`src/rtl/counter_date_if.sv`:
```
// counter_date_if: set-path inputs and calendar outputs of the date counter.
`default_nettype none

interface counter_date_if;
  logic       en;
  logic       set_load;
  logic [4:0] set_numb_day;
  logic [3:0] set_numb_month;
  logic [6:0] set_numb_year;
  logic [2:0] set_numb_weekday;
  logic [4:0] day_w;
  logic [3:0] month_w;
  logic [6:0] year_w;
  logic [2:0] weekday_w;
  logic       leap_w;
  logic       month_clk;
  logic       year_clk;

  modport master (
    output en, set_load, set_numb_day, set_numb_month, set_numb_year, set_numb_weekday,
    input  day_w, month_w, year_w, weekday_w, leap_w, month_clk, year_clk
  );

  modport slave (
    input  en, set_load, set_numb_day, set_numb_month, set_numb_year, set_numb_weekday,
    output day_w, month_w, year_w, weekday_w, leap_w, month_clk, year_clk
  );
endinterface

`default_nettype wire

```
`src/rtl/counter_date.sv`:
```
// counter_date: day/month/year/weekday calendar clocked by the daily carry, rev 1.0
`default_nettype none

module counter_date #(
  parameter int YEAR_BASE     = 2000,
  parameter int START_WEEKDAY = 6
) (
  input  logic           day_clk,
  input  logic           rst,
  counter_date_if.slave  bus
);

  // Offsetting by the base keeps leap years aligned to the calendar if the base moves.
  localparam logic [1:0] C_BASE_MOD4 = 2'(YEAR_BASE % 4);
  localparam logic [2:0] C_START_WK  = 3'(START_WEEKDAY);

  function automatic logic is_leap(input logic [6:0] y);
    return (y[1:0] + C_BASE_MOD4) == 2'd0;
  endfunction

  function automatic logic [4:0] days_in_month(input logic [3:0] m, input logic leap);
    case (m)
      4'd4, 4'd6, 4'd9, 4'd11: return 5'd30;
      4'd2:                    return leap ? 5'd29 : 5'd28;
      default:                 return 5'd31;
    endcase
  endfunction

  logic [4:0] r_day;
  logic [3:0] r_month;
  logic [6:0] r_year;
  logic [2:0] r_wk;
  logic       r_mclk;
  logic       r_yclk;

  logic [4:0] w_day;
  logic [3:0] w_month;
  logic [6:0] w_year;
  logic [2:0] w_wk;
  logic       w_mclk;
  logic       w_yclk;

  logic [3:0] w_ld_month;
  logic [6:0] w_ld_year;
  logic [4:0] w_ld_last;
  logic [4:0] w_last;

  always_comb begin
    w_ld_month = ((bus.set_numb_month == 4'd0) || (bus.set_numb_month > 4'd12))
                 ? 4'd1 : bus.set_numb_month;
    w_ld_year  = (bus.set_numb_year > 7'd99) ? 7'd99 : bus.set_numb_year;
    w_ld_last  = days_in_month(w_ld_month, is_leap(w_ld_year));
    w_last     = days_in_month(r_month, is_leap(r_year));

    w_day   = r_day;
    w_month = r_month;
    w_year  = r_year;
    w_wk    = r_wk;
    w_mclk  = 1'b0;
    w_yclk  = 1'b0;

    if (bus.set_load) begin
      w_month = w_ld_month;
      w_year  = w_ld_year;
      if (bus.set_numb_day == 5'd0)
        w_day = 5'd1;
      else if (bus.set_numb_day > w_ld_last)
        w_day = w_ld_last;
      else
        w_day = bus.set_numb_day;
      w_wk = (bus.set_numb_weekday == 3'd7) ? 3'd0 : bus.set_numb_weekday;
    end else if (bus.en) begin
      w_wk = (r_wk == 3'd6) ? 3'd0 : r_wk + 3'd1;
      if (r_day < w_last) begin
        w_day = r_day + 5'd1;
      end else begin
        w_day  = 5'd1;
        w_mclk = 1'b1;
        if (r_month < 4'd12) begin
          w_month = r_month + 4'd1;
        end else begin
          w_month = 4'd1;
          w_yclk  = 1'b1;
          w_year  = (r_year == 7'd99) ? 7'd0 : r_year + 7'd1;
        end
      end
    end
  end

  always_ff @(posedge day_clk or posedge rst) begin
    if (rst) begin
      r_day   <= 5'd1;
      r_month <= 4'd1;
      r_year  <= 7'd0;
      r_wk    <= C_START_WK;
      r_mclk  <= 1'b0;
      r_yclk  <= 1'b0;
    end else begin
      r_day   <= w_day;
      r_month <= w_month;
      r_year  <= w_year;
      r_wk    <= w_wk;
      r_mclk  <= w_mclk;
      r_yclk  <= w_yclk;
    end
  end

  assign bus.day_w     = r_day;
  assign bus.month_w   = r_month;
  assign bus.year_w    = r_year;
  assign bus.weekday_w = r_wk;
  assign bus.month_clk = r_mclk;
  assign bus.year_clk  = r_yclk;
  assign bus.leap_w    = is_leap(r_year);

endmodule

`default_nettype wire

```
`src/flat_wrapper.sv`:
```
// flat-port wrapper written by rule: the top's interface ports become plain ports
module counter_date_flat 
#(
  parameter int YEAR_BASE     = 2000,
  parameter int START_WEEKDAY = 6
)
  (day_clk, rst, bus_en, bus_set_load, bus_set_numb_day, bus_set_numb_month, bus_set_numb_year, bus_set_numb_weekday, bus_day_w, bus_month_w, bus_year_w, bus_weekday_w, bus_leap_w, bus_month_clk, bus_year_clk);
  counter_date_if bus_i ();
  input  logic day_clk;
  input  logic rst;
  input wire logic [$bits(bus_i.en)-1:0] bus_en;
  input wire logic [$bits(bus_i.set_load)-1:0] bus_set_load;
  input wire logic [$bits(bus_i.set_numb_day)-1:0] bus_set_numb_day;
  input wire logic [$bits(bus_i.set_numb_month)-1:0] bus_set_numb_month;
  input wire logic [$bits(bus_i.set_numb_year)-1:0] bus_set_numb_year;
  input wire logic [$bits(bus_i.set_numb_weekday)-1:0] bus_set_numb_weekday;
  output wire logic [$bits(bus_i.day_w)-1:0] bus_day_w;
  output wire logic [$bits(bus_i.month_w)-1:0] bus_month_w;
  output wire logic [$bits(bus_i.year_w)-1:0] bus_year_w;
  output wire logic [$bits(bus_i.weekday_w)-1:0] bus_weekday_w;
  output wire logic [$bits(bus_i.leap_w)-1:0] bus_leap_w;
  output wire logic [$bits(bus_i.month_clk)-1:0] bus_month_clk;
  output wire logic [$bits(bus_i.year_clk)-1:0] bus_year_clk;
  assign bus_i.en = bus_en;
  assign bus_i.set_load = bus_set_load;
  assign bus_i.set_numb_day = bus_set_numb_day;
  assign bus_i.set_numb_month = bus_set_numb_month;
  assign bus_i.set_numb_year = bus_set_numb_year;
  assign bus_i.set_numb_weekday = bus_set_numb_weekday;
  assign bus_day_w = bus_i.day_w;
  assign bus_month_w = bus_i.month_w;
  assign bus_year_w = bus_i.year_w;
  assign bus_weekday_w = bus_i.weekday_w;
  assign bus_leap_w = bus_i.leap_w;
  assign bus_month_clk = bus_i.month_clk;
  assign bus_year_clk = bus_i.year_clk;
  counter_date #(.YEAR_BASE(YEAR_BASE), .START_WEEKDAY(START_WEEKDAY)) u_core (.day_clk(day_clk), .rst(rst), .bus(bus_i));
endmodule
```
`config.mk`:
```
export PLATFORM = sky130hd
export DESIGN_NAME = counter_date_flat
export DESIGN_NICKNAME = d
export VERILOG_FILES = /design/src/rtl/counter_date_if.sv /design/src/rtl/counter_date.sv /design/src/flat_wrapper.sv
export SDC_FILE = /design/constraint.sdc
export NUM_CORES = 1
export LEC_CHECK = 0
export CELL_PAD_IN_SITES_DETAIL_PLACEMENT = 2
export CELL_PAD_IN_SITES_GLOBAL_PLACEMENT = 2
export CORE_UTILIZATION = 29
export DETAILED_ROUTE_END_ITERATION = 8
export GPL_ROUTABILITY_DRIVEN = 1
export PLACE_DENSITY_LB_ADDON = 0.05
export SETUP_SLACK_MARGIN = 0.05
export SYNTH_ARGS = -nofsm -noshare
export SYNTH_HDL_FRONTEND = slang
export SYNTH_SLANG_ARGS = --single-unit
```
`constraint.sdc`:
```
create_clock -name day_clk -period 5.5 [get_ports day_clk]
set_clock_uncertainty 0.05 [all_clocks]
set_input_delay 1.65 -clock day_clk [delete_from_list [all_inputs] [get_ports day_clk]]
set_output_delay 1.65 -clock day_clk [all_outputs]
set_load 0.02 [all_outputs]
```
==> out/metrics.cfg, run 1 <==
[synthesis]
synth_top_cell_by_area = dfrtp_1
synth.top_cells.by_area = dfrtp_1, ha_1, nand3_1
synth_cell_types = 53
syn-num-nets = 221
synth-seq-cells = 21
synth_top_area_share_pct = 26.75
synth-main-ff-cell = dfrtp_1
syn_inst = 188
yosysWarnings = 0
syn_avg_cell_area_sq_um = 8.459
postSynth.asyncResetShare_pct = 100.0
yosysSeqAreaShare_pct = 33.36
synth_edf_count = 0
syn_area_sq_mm = 0.001590

[detailed_routing]
post_drt_wl_per_cell_um = 18.26
ant_nets = 0
vias_per_cell = 5.462
drc = 0
drtPass1Iterations = 4
vias = 1633
drt_wl_total_um = 5459
drt_iter0_markers = 31

[worst_setup_path]
path_cells = clkdlybuf4s50_1 > nor4b_1 > ha_1 > nor2b_1 > o21ai_0 > mux2i_1 > o22ai_1
cp.depth = 7
critPathLaunchType = input pin
path_buf_inv = 1
slowest_stage = nor4b_1
critical_path.top_delay_family = simple AND/OR/NAND/NOR gates
end_kind = flip-flop
worst-setup-path-type = in2reg
arrival_ns = 4.03
crit_required_ns = 5.58
path_max_fanout = 8
reg2regPathDepth = 9
max_stage_delay_ns = 0.62

[timing]
period_minus_slack_ns = 3.955
setup_viol = 0
rsz0062_at_grt = false
maxSlewViolCount = 0
tns_ns = 0
fin_crit_sh_pct = 71.90
hold_ws_ns = 0.5345
maxSlewHeadroom_pct = 41.45
worst_pin_slew_ns = 0.8773
finalHoldViolations = 0
achievable-frequency_mhz = 252.9

[placement]
dp_cells = 295
portBuffers = 44
place.gp.congestion = 0.7341
dpl.hpwl_um = 4209

[clock_network]
clockBufferDepth = 2
clk_latency_ns = 0.27
post-cts-setup-buffer-count = 0
post_cts_resized = 0
htreeDepth = 1
cts.sinks = 21
cts_made_buffers = 3
root_buffer = clkbuf_8
path_clk_slew_ns = 0.08
cts_tree = done
cts-hold-fix-buffers = 0

[flow_run]
drv_cap = 0

[die]
initial_utilization_pct = 30.55
die_x_um = 76.05
die_h_um = 76.05
num_rows = 26
dieArea_sq_mm = 0.005784
placeableCoreArea_sq_mm = 0.005205
io_pins = 45

[run_status]
outcome = finished, final reports clean

[cells_and_area]
final_cells = 299
fin_nets = 263
drive_gt1_share_pct = 8.297
synthToLayoutAreaGrowth_pct = 33.75
diodes = 0

[power]
sw_frac_of_total_pct = 36.52
power.share.clock_pct = 22.1
power_switching_mw = 0.1765
internal_power_mw = 0.3068
power_density_mw_per_mm2 = 227.2
p_leak_nw = 0.8745
p_comb_share_pct = 35.7
power_frac_seq_pct = 42.2
irDropWorstVdd_uv = 106.2

[global_routing]
grt_overflow_total = 0
grt_max_degree = 25
grt_pass1_wl_um = 9114
track_usage_pct = 20.00
grt_pass1_vias = 1763
antenna_found_initial = 0

[min_path]
hold_depth = 2
hold_path.class = reg2reg

-- layout by cell type (no fill, tap or decap), types with 4 or more instances in the layout --
| cell | netlist | final |
|---|---|---|
| and3_1 | 4 | 4 |
| o21ai_0 | 14 | 14 |
| nand3_1 | 23 | 23 |
| dfrtp_1 | 17 | 17 |
| a31oi_1 | 4 | 4 |
| clkdlybuf4s50_1 | 0 | 44 |
| nand2_1 | 15 | 15 |
| ha_1 | 10 | 10 |
| dfstp_2 | 4 | 4 |
| inv_1 | 13 | 13 |
| nor2_1 | 10 | 10 |
| a21oi_1 | 11 | 11 |
-- metrics by stage --
step / util, % / total power, mW / instance area, sq um / worst slack [ns]
global placement: 39.98 / 0.3685 / 2081 / 1.496
CTS: 40.87 / 0.4910 / 2127 / 1.577
global route: 40.87 / 0.5160 / 2127 / 1.448
floorplan: - / 0.2979 / 1590 / 2.101
finish: 40.87 / 0.4833 / 2127 / 1.545
detailed placement: 39.98 / 0.3820 / 2081 / 1.287
-- synthesized netlist by cell type (4+ instances only) --
cell / n
a21oi_1: 11
a31oi_1: 4
and3_1: 4
clkbuf_1: 4
dfrtp_1: 17
dfstp_2: 4
ha_1: 10
inv_1: 13
nand2_1: 15
nand3_1: 23
nor2_1: 10
o21ai_0: 14
-- registers in the layout, summed over array words and instances (netlist names) --
name / flops
u_core.bus.month_w: 4
u_core.bus.month_clk: 1
u_core.bus.weekday_w: 3
u_core.bus.year_clk: 1
u_core.bus.year_w: 7
u_core.bus.day_w: 5
-- power groups by stage --
stage | combinational (mW) | clock, mW | sequential [mW]
floorplan | 0.0818 | 0 | 0.216
global placement | 0.164 | 0 | 0.204
detailed placement | 0.175 | 0 | 0.207
CTS | 0.176 | 0.111 | 0.204
global route | 0.190 | 0.118 | 0.209
finish | 0.173 | 0.107 | 0.204
-- worst register-to-register path, cell delays in order (launching register included) --
cell	delay, ns
dfstp_2	0.61
inv_1	0.09
ha_1	0.22
nor3b_4	0.16
ha_1	0.21
a21o_1	0.19
a31o_2	0.25
o21ai_4	0.28
mux2_2	0.37
o21ai_0	0.15
-- area by class of cell --
cell class              count  area (sq um)
flip-flops and latches     21         530.5
well taps                  70         87.58
clock buffers               3         41.29
clock inverters             1         5.005
fillers                   600          3078
inverters                  14         52.55
multi-input cells         145         962.2
repair buffers             45         447.9
-- path summary, 6_finish.rpt --
path / startpoint / end / slack (ns)
min in group asynchronous: rst / u_core.bus.year_w[5] / 1.81
worst min-delay path: u_core.bus.weekday_w[1] / u_core.bus.weekday_w[1] / 0.53
worst max-delay path: bus_set_numb_month[3] / u_core.bus.day_w[1] / 1.55
max in group asynchronous: rst / u_core.bus.day_w[1] / 3.05
worst max register to register: u_core.bus.month_w[0] / u_core.bus.month_w[1] / 2.83
worst min register to register: u_core.bus.weekday_w[1] / u_core.bus.weekday_w[1] / 0.53
-- kinds of logic (layout without fill, tap and decap cells) --
| group | after synthesis | in the layout | share of synthesized area (%) |
|---|---|---|---|
| AO/OA/AOI/OAI | 56 | 56 | 24.55 |
| adder cells (fa/ha/maj) | 10 | 10 | 7.868 |
| buffers and inverters | 22 | 63 | 6.136 |
| flip-flops | 21 | 21 | 33.36 |
| multiplexers | 4 | 4 | 2.596 |
| AND/OR/NAND/NOR | 75 | 75 | 25.49 |
-- metal layers --
metal	up-vias	track usage, %	wire, um
met4	0	4.423	47
met2	29	36.36	2820
li1	783	-	-
met3	5	2.994	162
met5	-	0	0
met1	816	24.85	2429
No activity file was read; power rests on OpenSTA's default activity.
==> run 2: changes to the inputs <==
- CORE_UTILIZATION: 29 -> 27
- clock period: 5.5 -> 4 ns (I/O delays scaled with it)
==> run 2 against run 1 <==
  * Via count down 0.24%
  * First-iteration DRC count up 65%
  * Combinational power grew 36%
  * Flip-flop and latch count is the same
  * Design area grew 0.12%
  * Register-to-register slack worse by 1.5 ns
  * Critical path type unchanged
  * Critical endpoint unchanged
==> out/metrics.cfg, run 2 (synthesis gave the netlist of run 1 again) <==
[clock_network]
clk_latency_ns = 0.26  ; about the same
path_clk_slew_ns = 0.08  ; about the same
cts_tree = done
clockBufferDepth = 2  ; unchanged
htreeDepth = 1  ; unchanged
cts-hold-fix-buffers = 0  ; unchanged
cts.sinks = 21  ; unchanged
post_cts_resized = 0  ; unchanged
root_buffer = clkbuf_8
cts_made_buffers = 3  ; unchanged
post-cts-setup-buffer-count = 0  ; unchanged

[timing]
tns_ns = 0  ; unchanged
worst_pin_slew_ns = 0.9320  ; +0.05476 ns
rsz0062_at_grt = false
maxSlewHeadroom_pct = 37.80  ; -3.7 points
maxSlewViolCount = 0  ; unchanged
achievable-frequency_mhz = 287.8
fin_crit_sh_pct = 86.88
finalHoldViolations = 0  ; unchanged
hold_ws_ns = 0.5387  ; +0.004176 ns
setup_viol = 0  ; unchanged
period_minus_slack_ns = 3.475

[cells_and_area]
multiInputGateArea_sq_um = 962.2  ; unchanged
final_common_cell = clkdlybuf4s50_1
seqCellArea_sq_um = 530.5  ; unchanged
fin_nets = 263  ; unchanged
largest_register_ff_count = 7  ; unchanged
fillers = 665  ; +11%
drive_gt1_share_pct = 8.297  ; unchanged
most-common-layout-cells = clkdlybuf4s50_1, nand3_1, dfrtp_1, nand2_1, o21ai_0
synthToLayoutAreaGrowth_pct = 33.91
diodes = 0  ; unchanged

[worst_setup_path]
critPathLaunchType = input pin
worstReg2RegEnd = u_core.bus.year_w[6]
reg2regPathDepth = 9  ; unchanged
path_max_fanout = 3  ; -5
reg2reg_slack_ns = 1.37  ; -1.46 ns
cp.depth = 9  ; +2
slowest_stage = clkdlybuf4s50_1
cp-startpoint = bus_set_numb_year[3]
end_kind = flip-flop
path_cells = clkdlybuf4s50_1 > o311a_1 > or3_1 > a21oi_1 > ha_1 > nor2b_1 > o21ai_0 > mux2i_1 > o22ai_1
max_stage_delay_ns = 0.43  ; -0.19 ns
cp-endpoint = u_core.bus.day_w[1]
worst-setup-path-type = in2reg
arrival_ns = 3.56  ; -0.47 ns
crit_required_ns = 4.08  ; -1.50 ns
path_buf_inv = 1  ; unchanged
critical_path.top_delay_family = compound AO/OA/AOI/OAI gates
worstReg2RegStart = u_core.bus.month_w[0]

[global_routing]
track_usage_pct = 19.23  ; -0.77 points
antenna_found_initial = 0  ; unchanged
grt_max_degree = 41  ; +64%
grt_overflow_total = 0  ; unchanged
grt_pass1_wl_um = 9121  ; about the same
grt_pass1_vias = 1810  ; +2.7%

[power]
irDropWorstVdd_uv = 121.2  ; +14%
p_leak_nw = 0.8745  ; unchanged
power_density_mw_per_mm2 = 311.2  ; +37%
power.total_mw = 0.6628  ; +37%

[detailed_routing]
drt_iter0_markers = 51  ; +65%
vias = 1629  ; -0.24%
post_drt_wl_per_cell_um = 18.42  ; +0.86%
ant_nets = 0  ; unchanged
vias_per_cell = 5.412  ; -0.91%
drt_wl_total_um = 5543  ; +1.5%
drc = 0  ; unchanged
drtPass1Iterations = 4  ; unchanged

[die]
die_h_um = 78.75  ; +3.5%
io_pins = 45  ; unchanged
initial_utilization_pct = 28.36  ; -2.2 points
die_x_um = 78.75  ; +3.5%
placeableCoreArea_sq_mm = 0.005608  ; +7.7%
dieArea_sq_mm = 0.006201  ; +7.2%
num_rows = 27  ; +3.8%

[placement]
place.gp.congestion = 0.7501  ; +2.2%
dpl.hpwl_um = 4156  ; -1.3%
portBuffers = 44  ; unchanged

[min_path]
hold_path.class = reg2reg

[run_status]
outcome = finished, final reports clean

[flow_run]
drv_cap = 0  ; unchanged

-- run 2: cell counts in the layout (fill, tap and decap cells not counted) --
Identical to the previous run, type by type.
-- run 2: how the worst min path moves through the flow --
stage                       startpoint                      end  slack, ns  cells after the start
2_1_floorplan  u_core.bus.weekday_w[2]  u_core.bus.weekday_w[2]       0.54                      2
3_3_place_gp   u_core.bus.weekday_w[2]  u_core.bus.weekday_w[2]       0.53                      2
3_5_place_dp   u_core.bus.weekday_w[1]  u_core.bus.weekday_w[1]       0.53                      2
4_1_cts        u_core.bus.weekday_w[1]  u_core.bus.weekday_w[1]       0.54                      2
5_1_grt        u_core.bus.weekday_w[1]  u_core.bus.weekday_w[1]       0.60                      2
6_report       u_core.bus.weekday_w[1]  u_core.bus.weekday_w[1]       0.54                      2
-- run 2: worst reg2reg max path, delay by kind of cell (launching register included) --
family | cells | cell delay [ns]
simple gates | 2 | 0.38
compound gates | 4 | 0.91
flops | 1 | 0.60
buf+inv | 1 | 0.08
fa+ha+maj | 2 | 0.51
-- run 2: cell type report --
| class | count | share of cell area [%] |
|---|---|---|
| clock buffer | 3 | 1.939 |
| clock inverter | 1 | 0.2350 |
| inverter | 14 | 2.468 |
| tap | 72 | 4.230 |
| sequential | 21 | 24.91 |
| timing repair buffer | 45 | 21.03 |
| multi-input combinational | 145 | 45.18 |
-- run 2: metrics by stage --
step / instances / setup slack (ns) / cell area, sq um / util (%)
final: 301 / 0.5249 / 2130 / 37.97
after CTS: 301 / 0.4895 / 2130 / 37.97
after global routing: 301 / 0.3411 / 2130 / 37.97
after detailed placement: 297 / 0.2121 / 2083 / 37.15
after floorplan: 188 / 1.051 / 1590 / -
after global placement: 297 / 0.4596 / 2083 / 37.15
-- run 2: layer usage --
layer	vias up	track usage (%)	wire, um
li1	784	-	-
met1	812	23.76	2477
met2	27	34.87	2880
met3	6	1.954	122
met4	0	5.926	62
met5	-	0	0
-- run 2: report_power, final --
part | internal [mW] | leakage (nW) | switching, mW | total [mW]
Sequential | 0.239 | 0.247 | 0.0430 | 0.282
Combinational | 0.113 | 0.602 | 0.123 | 0.236
Clock | 0.0695 | 0.0255 | 0.0752 | 0.145
==> run 3: changes to the inputs <==
- SKIP_LAST_GASP: default -> 1
==> results of run 3 <==
Same layout as run 2: the final DEF is identical, and so are final timing and power.
